`src/rtl/ccff_chain_loader_pkg.sv`:
```
// Shared types and default sizing for the configuration-chain loader.
// The enum encodes the load / verify / settle sequencing states.
package ccff_loader_pkg;

    localparam int DEF_NUM_CHAINS = 8;
    localparam int DEF_CHAIN_LEN  = 4096;
    localparam int DEF_SETTLE_CYC = 16;

    typedef enum logic [2:0] {
        ST_IDLE,
        ST_LOAD,
        ST_VERIFY,
        ST_SETTLE,
        ST_DONE,
        ST_ERROR
    } ccff_ld_state_e;

    // States from which a start pulse may launch a new load.
    function automatic logic can_start(ccff_ld_state_e s);
        return (s == ST_IDLE) || (s == ST_DONE) || (s == ST_ERROR);
    endfunction

endpackage

```
`src/rtl/ccff_chain_loader_if.sv`:
```
// Bitstream stream port: one bit per chain per beat, valid/ready handshake.
interface ccff_bs_if
    import ccff_loader_pkg::*;
#(
    parameter int NUM_CHAINS = DEF_NUM_CHAINS
) ();
    logic                  bs_valid;
    logic                  bs_ready;
    logic [NUM_CHAINS-1:0] bs_data;

    modport master (output bs_valid, output bs_data, input bs_ready);
    modport slave  (input bs_valid, input bs_data, output bs_ready);
endinterface

```
`src/rtl/ccff_chain_loader_parity_acc.sv`:
```
// Per-chain XOR accumulator with synchronous clear and enable.
module ccff_parity_acc #(
    parameter int W = 8
) (
    input  logic         clk,
    input  logic         srst,
    input  logic         clr,
    input  logic         en,
    input  logic [W-1:0] din,
    output logic [W-1:0] par
);
    logic [W-1:0] par_reg;

    generate
        for (genvar gi = 0; gi < W; gi++) begin : g_bit
            always_ff @(posedge clk) begin
                if (srst || clr)
                    par_reg[gi] <= 1'b0;
                else if (en)
                    par_reg[gi] <= par_reg[gi] ^ din[gi];
            end
        end
    endgenerate

    assign par = par_reg;
endmodule

```
`src/rtl/ccff_chain_loader.sv`:
```
// Shifts a bitstream into all configuration chains in parallel, reads it back
// by recirculation with per-chain parity check, then settles and releases reset.
module ccff_chain_loader
    import ccff_loader_pkg::*;
#(
    parameter int NUM_CHAINS = DEF_NUM_CHAINS,
    parameter int CHAIN_LEN  = DEF_CHAIN_LEN,
    parameter int SETTLE_CYC = DEF_SETTLE_CYC
) (
    input  logic                  prog_clk,
    input  logic                  prog_reset,
    input  logic                  start,
    input  logic                  abort,
    ccff_bs_if.slave              bs,
    output logic [NUM_CHAINS-1:0] ccff_head,
    input  logic [NUM_CHAINS-1:0] ccff_tail,
    output logic                  ccff_shift_en,
    output logic                  config_enable,
    output logic                  fabric_reset,
    output logic                  cfg_done,
    output logic [NUM_CHAINS-1:0] cfg_err
);
    localparam int CNT_W = (CHAIN_LEN > 1) ? $clog2(CHAIN_LEN) : 1;
    localparam int SET_W = $clog2(SETTLE_CYC + 1);
    localparam logic [CNT_W-1:0] CNT_LAST = CNT_W'(CHAIN_LEN - 1);
    localparam logic [SET_W-1:0] SET_LAST = SET_W'(SETTLE_CYC - 1);

    ccff_ld_state_e        state_reg, state_next;
    logic [CNT_W-1:0]      beat_cnt_reg, beat_cnt_next;
    logic [SET_W-1:0]      settle_cnt_reg, settle_cnt_next;
    logic [NUM_CHAINS-1:0] cfg_err_reg, cfg_err_next;
    logic                  config_enable_reg, fabric_reset_reg, cfg_done_reg;
    logic                  par_clr, load_en, ver_en;
    logic [NUM_CHAINS-1:0] load_par, ver_par, mismatch;

    ccff_parity_acc #(.W(NUM_CHAINS)) u_load_par (
        .clk(prog_clk), .srst(prog_reset), .clr(par_clr),
        .en(load_en), .din(bs.bs_data), .par(load_par)
    );

    ccff_parity_acc #(.W(NUM_CHAINS)) u_ver_par (
        .clk(prog_clk), .srst(prog_reset), .clr(par_clr),
        .en(ver_en), .din(ccff_tail), .par(ver_par)
    );

    // Final readback parity must include the tail bit of the last cycle.
    assign mismatch = (ver_par ^ ccff_tail) ^ load_par;

    always_comb begin
        state_next      = state_reg;
        beat_cnt_next   = beat_cnt_reg;
        settle_cnt_next = settle_cnt_reg;
        cfg_err_next    = cfg_err_reg;
        par_clr         = 1'b0;
        load_en         = 1'b0;
        ver_en          = 1'b0;
        case (state_reg)
            ST_IDLE, ST_DONE, ST_ERROR: begin
                if (start) begin
                    state_next    = ST_LOAD;
                    beat_cnt_next = '0;
                    cfg_err_next  = '0;
                    par_clr       = 1'b1;
                end
            end
            ST_LOAD: begin
                if (bs.bs_valid) begin
                    load_en = 1'b1;
                    if (beat_cnt_reg == CNT_LAST) begin
                        state_next    = ST_VERIFY;
                        beat_cnt_next = '0;
                    end else begin
                        beat_cnt_next = beat_cnt_reg + CNT_W'(1);
                    end
                end
            end
            ST_VERIFY: begin
                ver_en = 1'b1;
                if (beat_cnt_reg == CNT_LAST) begin
                    beat_cnt_next   = '0;
                    settle_cnt_next = '0;
                    if (mismatch != '0) begin
                        state_next   = ST_ERROR;
                        cfg_err_next = mismatch;
                    end else begin
                        state_next = ST_SETTLE;
                    end
                end else begin
                    beat_cnt_next = beat_cnt_reg + CNT_W'(1);
                end
            end
            ST_SETTLE: begin
                if (settle_cnt_reg == SET_LAST)
                    state_next = ST_DONE;
                else
                    settle_cnt_next = settle_cnt_reg + SET_W'(1);
            end
            default: state_next = ST_IDLE;
        endcase
        if (abort) begin
            state_next      = ST_IDLE;
            cfg_err_next    = '0;
            beat_cnt_next   = '0;
            settle_cnt_next = '0;
        end
    end

    // Status outputs are registered from the next state so they line up with state_reg.
    always_ff @(posedge prog_clk) begin
        if (prog_reset) begin
            state_reg         <= ST_IDLE;
            beat_cnt_reg      <= '0;
            settle_cnt_reg    <= '0;
            cfg_err_reg       <= '0;
            config_enable_reg <= 1'b0;
            fabric_reset_reg  <= 1'b1;
            cfg_done_reg      <= 1'b0;
        end else begin
            state_reg         <= state_next;
            beat_cnt_reg      <= beat_cnt_next;
            settle_cnt_reg    <= settle_cnt_next;
            cfg_err_reg       <= cfg_err_next;
            config_enable_reg <= (state_next == ST_LOAD) || (state_next == ST_VERIFY);
            fabric_reset_reg  <= (state_next != ST_DONE);
            cfg_done_reg      <= (state_next == ST_DONE);
        end
    end

    always_comb begin
        bs.bs_ready   = 1'b0;
        ccff_head     = '0;
        ccff_shift_en = 1'b0;
        case (state_reg)
            ST_LOAD: begin
                bs.bs_ready   = 1'b1;
                ccff_head     = bs.bs_data;
                ccff_shift_en = bs.bs_valid;
            end
            ST_VERIFY: begin
                ccff_head     = ccff_tail;
                ccff_shift_en = 1'b1;
            end
            default: ;
        endcase
    end

    assign config_enable = config_enable_reg;
    assign fabric_reset  = fabric_reset_reg;
    assign cfg_done      = cfg_done_reg;
    assign cfg_err       = cfg_err_reg;
endmodule

```
`src/flat_wrapper.sv`:
```
// flat-port wrapper written by rule: the top's interface ports become plain ports
module ccff_chain_loader_flat import ccff_loader_pkg::*;
#(
    parameter int NUM_CHAINS = DEF_NUM_CHAINS,
    parameter int CHAIN_LEN  = DEF_CHAIN_LEN,
    parameter int SETTLE_CYC = DEF_SETTLE_CYC
)
  (prog_clk, prog_reset, start, abort, ccff_head, ccff_tail, ccff_shift_en, config_enable, fabric_reset, cfg_done, cfg_err, bs_bs_valid, bs_bs_data, bs_bs_ready);
  ccff_bs_if #(.NUM_CHAINS(NUM_CHAINS)) bs_i ();
  input  logic prog_clk;
  input  logic prog_reset;
  input  logic start;
  input  logic abort;
  output logic [NUM_CHAINS-1:0] ccff_head;
  input  logic [NUM_CHAINS-1:0] ccff_tail;
  output logic ccff_shift_en;
  output logic config_enable;
  output logic fabric_reset;
  output logic cfg_done;
  output logic [NUM_CHAINS-1:0] cfg_err;
  input wire logic [$bits(bs_i.bs_valid)-1:0] bs_bs_valid;
  input wire logic [$bits(bs_i.bs_data)-1:0] bs_bs_data;
  output wire logic [$bits(bs_i.bs_ready)-1:0] bs_bs_ready;
  assign bs_i.bs_valid = bs_bs_valid;
  assign bs_i.bs_data = bs_bs_data;
  assign bs_bs_ready = bs_i.bs_ready;
  ccff_chain_loader #(.NUM_CHAINS(NUM_CHAINS), .CHAIN_LEN(CHAIN_LEN), .SETTLE_CYC(SETTLE_CYC)) u_core (.prog_clk(prog_clk), .prog_reset(prog_reset), .start(start), .abort(abort), .bs(bs_i), .ccff_head(ccff_head), .ccff_tail(ccff_tail), .ccff_shift_en(ccff_shift_en), .config_enable(config_enable), .fabric_reset(fabric_reset), .cfg_done(cfg_done), .cfg_err(cfg_err));
endmodule
```
`config.mk`:
```
export PLATFORM = sky130hd
export DESIGN_NAME = ccff_chain_loader_flat
export DESIGN_NICKNAME = d
export VERILOG_FILES = /design/src/rtl/ccff_chain_loader_pkg.sv /design/src/rtl/ccff_chain_loader_if.sv /design/src/rtl/ccff_chain_loader_parity_acc.sv /design/src/rtl/ccff_chain_loader.sv /design/src/flat_wrapper.sv
export SDC_FILE = /design/constraint.sdc
export NUM_CORES = 1
export LEC_CHECK = 0
export BUFFER_PORTS_ARGS = -buffer_cell sky130_fd_sc_hd__clkbuf_2
export CAP_MARGIN = 30
export CORE_MARGIN = 2
export CORE_UTILIZATION = 30
export DETAILED_ROUTE_END_ITERATION = 10
export SETUP_SLACK_MARGIN = 0.3
export SYNTH_ARGS = -nofsm -noshare
export SYNTH_HDL_FRONTEND = slang
export SYNTH_HIERARCHICAL = 1
export SYNTH_SLANG_ARGS = --single-unit
```
`constraint.sdc`:
```
create_clock -name prog_clk -period 1.6 [get_ports prog_clk]
set_input_delay 0.32 -clock prog_clk [delete_from_list [all_inputs] [get_ports prog_clk]]
set_output_delay 0.32 -clock prog_clk [all_outputs]
set_load 0.005 [all_outputs]
```
== Yosys cells after proc, flatten, opt, wreduce, memory -nomap -nowiden ==
Index checks and enable logic that the tools add are counted.

* Logic and storage cells: 98
* Input bits: 21
* Flip-flop bits (word level): 47
* Output and inout bits: 21

* Add/sub/neg operators: 2
* Reductions and logical operators: 12
* Bitwise operators: 18
* Equality and inequality tests: 16
* Mux-type cells: 27

{| class="wikitable"
|+ Operators by type and width
! operator !! number
|-
| $mux 12 || 3
|-
| $pmux 12 s3 || 1
|-
| $pmux 8 s2 || 2
|-
| $mux 8 || 3
|-
| $mux 3 || 7
|-
| $xor 1x1->1 || 16
|-
| $xor 8x8->8 || 2
|-
| $add 12x1->12 const B || 1
|-
| $eq 12x12->1 const B || 1
|-
| $pmux 3 s4 || 1
|-
| $mux 5 || 2
|-
| $pmux 5 s2 || 1
|-
| $eq 3x2->1 const B || 3
|-
| $eq 3x3->1 const B || 3
|-
| $reduce_bool 8->1 || 1
|-
| $eq 3x1->1 const B || 2
|-
| $mux 1 || 6
|-
| $ne 2x2->1 const B || 3
|-
| $reduce_and 3->1 || 2
|-
| $add 5x1->5 const B || 1
|-
| $eq 5x4->1 const B || 1
|-
| $ne 2x1->1 const B || 2
|-
| $reduce_and 4->1 || 1
|-
| $reduce_bool 2->1 || 2
|-
| other kinds (7) || 8
|}

== Depth between registers and ports, before layout ==
* Word-level depth: 9
* Gate-level depth with buffers: 9
* Gate-level depth less buffers: 8

== Cells and area by module ==
Netlist, hierarchy kept.

{| class="wikitable"
|+ By module, submodules not included
! module !! cells an instance !! seq. area each (µm²) !! times used !! area an instance (µm²)
|-
| ccff_chain_loader || 198 || 620.6 || 1 || 1824.2
|-
| ccff_parity_acc || 36 || 160.2 || 2 || 385.4
|}

== Least setup slack after synthesis ==
Ideal clock, no wire load.

* Path type: reg-to-reg
* From: register u_core.beat_cnt_reg[0]
* To: register u_core.fabric_reset_reg (netlist: u_core/fabric_reset)
* Setup slack: -150 ps
* Library setup time: 120 ps
* Required time: 1480 ps
* Arrival: 1630 ps
* Cell stages (with the launch flop): 8
* Buffers on the path: 1
* Period minus slack after synthesis: 1750 ps
* Cell sequence: dfxtp_1 ha_1 nand3_1 nor4_4 o211ai_4 buf_6 a31o_1 a211o_1

* Word-level cells in the longest chain between the ends: 6
* Elaborated cells between the ends (all ways): 7
* Those cells by class: eq/ne (2); mux (5)

{| class="wikitable"
|+ RTL lines
! element !! line !! source
|-
| from (decl) || ccff_chain_loader.sv:29 || <nowiki>logic [CNT_W-1:0] beat_cnt_reg, beat_cnt_next;</nowiki>
|-
| from (signal assigned) || ccff_chain_loader.sv:120 || <nowiki>beat_cnt_reg <= beat_cnt_next;</nowiki>
|-
| $eq 12x12->1 * || ccff_chain_loader.sv:69, ccff_chain_loader.sv:79 ||
|-
| $mux 3 || ccff_chain_loader.sv:69 || <nowiki>if (beat_cnt_reg == CNT_LAST) begin</nowiki>
|-
| $mux 3 || ccff_chain_loader.sv:67 || <nowiki>if (bs.bs_valid) begin</nowiki>
|-
| $pmux 3 s4 * || ccff_chain_loader.sv:57 || <nowiki>case (state_reg)</nowiki>
|-
| $mux 3 * || ccff_chain_loader.sv:100 || <nowiki>if (abort) begin</nowiki>
|-
| $ne 3x3->1 * || ccff_chain_loader.sv:124 || <nowiki>fabric_reset_reg <= (state_next != ST_DONE);</nowiki>
|-
| to (signal assigned) || ccff_chain_loader.sv:124 ||
|-
| to (decl) || ccff_chain_loader.sv:32 || <nowiki>logic config_enable_reg, fabric_reset_reg, cfg_done_reg;</nowiki>
|}

Mark *: on every way between the ends. The rest lies on a longest branch, timed or not.
A chain may end at the register's enable or synchronous reset.

== Worst setup path in the final report ==
* From: register u_core.state_reg[2]
* To: output port ccff_head[7]

* Word-level cells in the longest chain between the ends: 2
* Elaborated cells between the ends (all ways): 3
* Those cells by class: eq/ne (2); mux (1)

{| class="wikitable"
|+ RTL lines
! element !! line !! source
|-
| from (decl) || ccff_chain_loader.sv:28 || <nowiki>ccff_ld_state_e state_reg, state_next;</nowiki>
|-
| from (signal assigned) || ccff_chain_loader.sv:119 || <nowiki>state_reg <= state_next;</nowiki>
|-
| $eq 3x2->1 or $eq 3x1->1 (tied branches) || ccff_chain_loader.sv:133 || <nowiki>case (state_reg)</nowiki>
|-
| $pmux 8 s2 * || ccff_chain_loader.sv:133 ||
|-
| to (decl) || flat_wrapper.sv:14 || <nowiki>output logic [NUM_CHAINS-1:0] ccff_head;</nowiki>
|}

Marks and branches as above.

==> flow_metrics.py <==
metrics = {
    "status": {
        "status": "complete, but fails checks",
        "violations": "setup timing",
    },
    "sta": {
        "whs_ns": 0.273,
        "fin_ws_ns": -0.211,
        "period_needed_ns": 1.81,
        "rsz0062_at_grt": "true",
        "fin_crit_sh": 1.13,
        "worstMarginPinSlew_ns": 0.298,
        "slew_headroom": 0.800,
        "finClkSkew_ns": 0.0105,
        "tns_ns": -4.96,
        "final_max_slew_viol_count": 0,
        "setup_viol": 46,
        "hold_violations": 0,
        "clock.fmax_mhz": 552,
    },
    "synth": {
        "synthFlopType": "dfxtp_1",
        "ys_ff_latch": 47,
        "synth-edff-count": 0,
        "synth.distinct_cells": 54,
        "netlist_area_um2": 2590,
        "synth_seq_area_share": 0.363,
        "synth.avg_cell_area_um2": 9.61,
        "synth_cells": 270,
        "yosysWarnings": 6,
        "synthesis.nets": 294,
        "async_reset_ff_frac": 0,
    },
    "detailed_routing": {
        "wl_mm": 7.16,
        "drc": 0,
        "drt-vias-per-instance": 5.03,
        "vias": 2447,
        "drt_pre_antenna_iters": 4,
        "routedWlPerCell_um": 14.7,
        "antenna_left": 0,
        "drtIter0Drc": 95,
    },
    "power": {
        "clkPwrFrac": 0.410,
        "ir_drop_v": 0.000298,
        "p_seq_frac": 0.464,
        "p_leak_nw": 1.63,
        "p_switching_w": 0.000571,
        "power_w": 0.00254,
        "netSwitchingFraction": 0.225,
        "power_density_nw_per_um2": 623,
        "internal-power_w": 0.00197,
        "combPwrFrac": 0.126,
    },
    "worst_hold_path": {
        "worstHoldPathType": "input port to flip-flop",
    },
    "clock_network": {
        "clockBufferDepth": 2,
        "ctsHoldBuffers": 0,
        "cts_num_sinks": 47,
        "cts_max_level": 2,
        "clock_latency_ns": 0.30,
        "cts_tree": "yes",
        "cts_buffers": 5,
        "clock-root-buffer": "clkbuf_8",
        "cts.clk_slew.worst_paths_ns": 0.09,
    },
    "setup_path": {
        "critPathCaptureType": "output port",
        "critPathLaunchType": "flip-flop",
        "arrival_ns": 1.49,
        "crit_required_ns": 1.28,
        "crit_type": "flip-flop to output port",
        "cp_max_fo": 10,
    },
    "global_route": {
        "antenna_found_initial": 0,
        "grt_usage": 0.152,
        "grt_pass1_wl_mm": 11.8,
        "grt_pass1_vias": 2513,
        "grt_max_degree": 25,
        "grt-ovfl-total": 0,
    },
    "run": {
        "maxCapViolCount": 0,
    },
    "die": {
        "die_w_um": 97.0,
        "io_pins": 42,
        "start_util": 0.313,
        "die_h_um": 97.0,
        "core_um2": 8300,
        "std_cell_rows": 33,
        "die_area_um2": 9410,
    },
    "layout": {
        "nets": 404,
        "seqCellArea_um2": 968,
        "largest_reg_flops": 12,
        "n_antenna_cell": 0,
        "areaGrowthSynthToFinish_pct": 57.0,
        "design_area_um2": 4080,
        "final_core_util": 0.491,
        "multi_input_area_um2": 1870,
        "drive_above_1_share": 0.588,
        "nFillCells": 773,
    },
    "placement": {
        "io_buffers": 41,
        "hpwl_mm": 4.82,
        "gp_congestion": 0.802,
        "placed_cell_area_um2": 3460,
    },
}
==> power groups by stage <==
stage | logic [W] | registers [W] | clock network [W]
after floorplan | 0.000139 | 0.00121 | 0
after CTS | 0.000307 | 0.00118 | 0.00106
final | 0.000321 | 0.00118 | 0.00104
after global routing | 0.000345 | 0.00118 | 0.00111
after global placement | 0.000259 | 0.00121 | 0
after detailed placement | 0.000263 | 0.00121 | 0
==> cells by family after synthesis <==
group / after synthesis / synth area share
simple gates: 107 / 0.246
compound gates: 70 / 0.208
flops: 47 / 0.363
buf+inv: 21 / 0.0497
xor+xnor: 18 / 0.103
mux: 4 / 0.0154
fa+ha+maj: 3 / 0.0145
==> worst max-delay path: stages, from the launching register on <==
cell and delay [ns]:
dfxtp_4 0.37, buf_6 0.12, nor3b_4 0.23, buf_6 0.19, a22o_1 0.17, clkbuf_2 0.11
==> cells in the mapped netlist (all sizes together) (2+ instances only) <==
cell	instances	area (µm²)
dfxtp	47	941
a21oi	30	165
nand3b	19	143
nor2	19	71.3
a21bo	16	160
nand3	13	70.1
buf	10	87.6
or3	10	62.6
nand2	9	33.8
a22o	8	70.1
nand4	8	56.3
xnor3	8	180
xor2	8	70.1
inv	6	22.5
clkbuf	5	18.8
nor3	5	25.0
or2	5	31.3
and2	4	26.3
and3	4	26.3
mux2i	4	40.0
ha	3	37.5
nor2b	3	18.8
o21ai	3	15.0
nand2b	2	12.5
nand4b	2	17.5
o211ai	2	33.8
xnor2	2	17.5
==> final cells by class <==
type	instances	share of cell area
multi-input combinational	203	0.460
clock inverter	2	0.0147
sequential	47	0.238
timing repair buffer	117	0.231
clock buffer	6	0.0178
tap	105	0.0322
inverter	6	0.00675
==> cells in the final DEF (no fill, tap or decap), types with 3 or more instances in the layout <==
cell type,instances
buf_6,18
xnor3_1,8
or2_4,4
nand3_2,9
nor2_1,15
inv_1,4
dfxtp_2,13
dfxtp_4,3
nor2_4,4
a21bo_2,12
nand4_1,7
a21oi_2,21
buf_4,50
nand3b_1,19
a21bo_1,4
a22o_1,8
dfxtp_1,31
clkbuf_8,5
nor3_1,3
clkbuf_2,40
buf_12,5
nand2_4,3
nand3_1,4
nand2_1,5
or3_1,10
mux2i_1,3
a21oi_1,7
xor2_1,8
==> per-layer routing <==
| metal | vias to the layer above | track usage | routed length, µm |
|---|---|---|---|
| met1 | 1191 | 0.198 | 3360 |
| met5 | - | 0 | 0 |
| met3 | 7 | 0.0275 | 215 |
| li1 | 1210 | - | - |
| met4 | 0 | 0.0368 | 66 |
| met2 | 39 | 0.260 | 3510 |
==> metrics by stage <==
step / worst slack [ns] / std cells
floorplan: -0.0976 / 270
global placement: -0.193 / 454
detailed placement: -0.264 / 454
CTS: -0.219 / 476
global route: -0.286 / 486
finish: -0.211 / 486
==> what timing repair did <==
action                     CTS  global route
setup buffers               12            10
gates cloned                 2             0
pin swaps                   32            26
setup endpoints to repair   57            57
gates resized for setup     51            25
==> final timing paths <==
kind	endpoint	slack, ns	startpoint	depth (start not counted)
worst min register to register	u_core/cfg_err[3]$_SDFFE_PP0P_	0.48	u_core/cfg_err[3]$_SDFFE_PP0P_	2
worst max register to register	u_core/cfg_err[5]$_SDFFE_PP0P_	-0.18	u_core/u_load_par/par[4]$_SDFFE_PP0P_	6
worst min-delay path	u_core/state_reg[2]$_SDFF_PP0_	0.27	prog_reset	2
worst max-delay path	ccff_head[7]	-0.21	u_core/state_reg[2]$_SDFF_PP0_	5
Power figures use the tool's default switching activity.
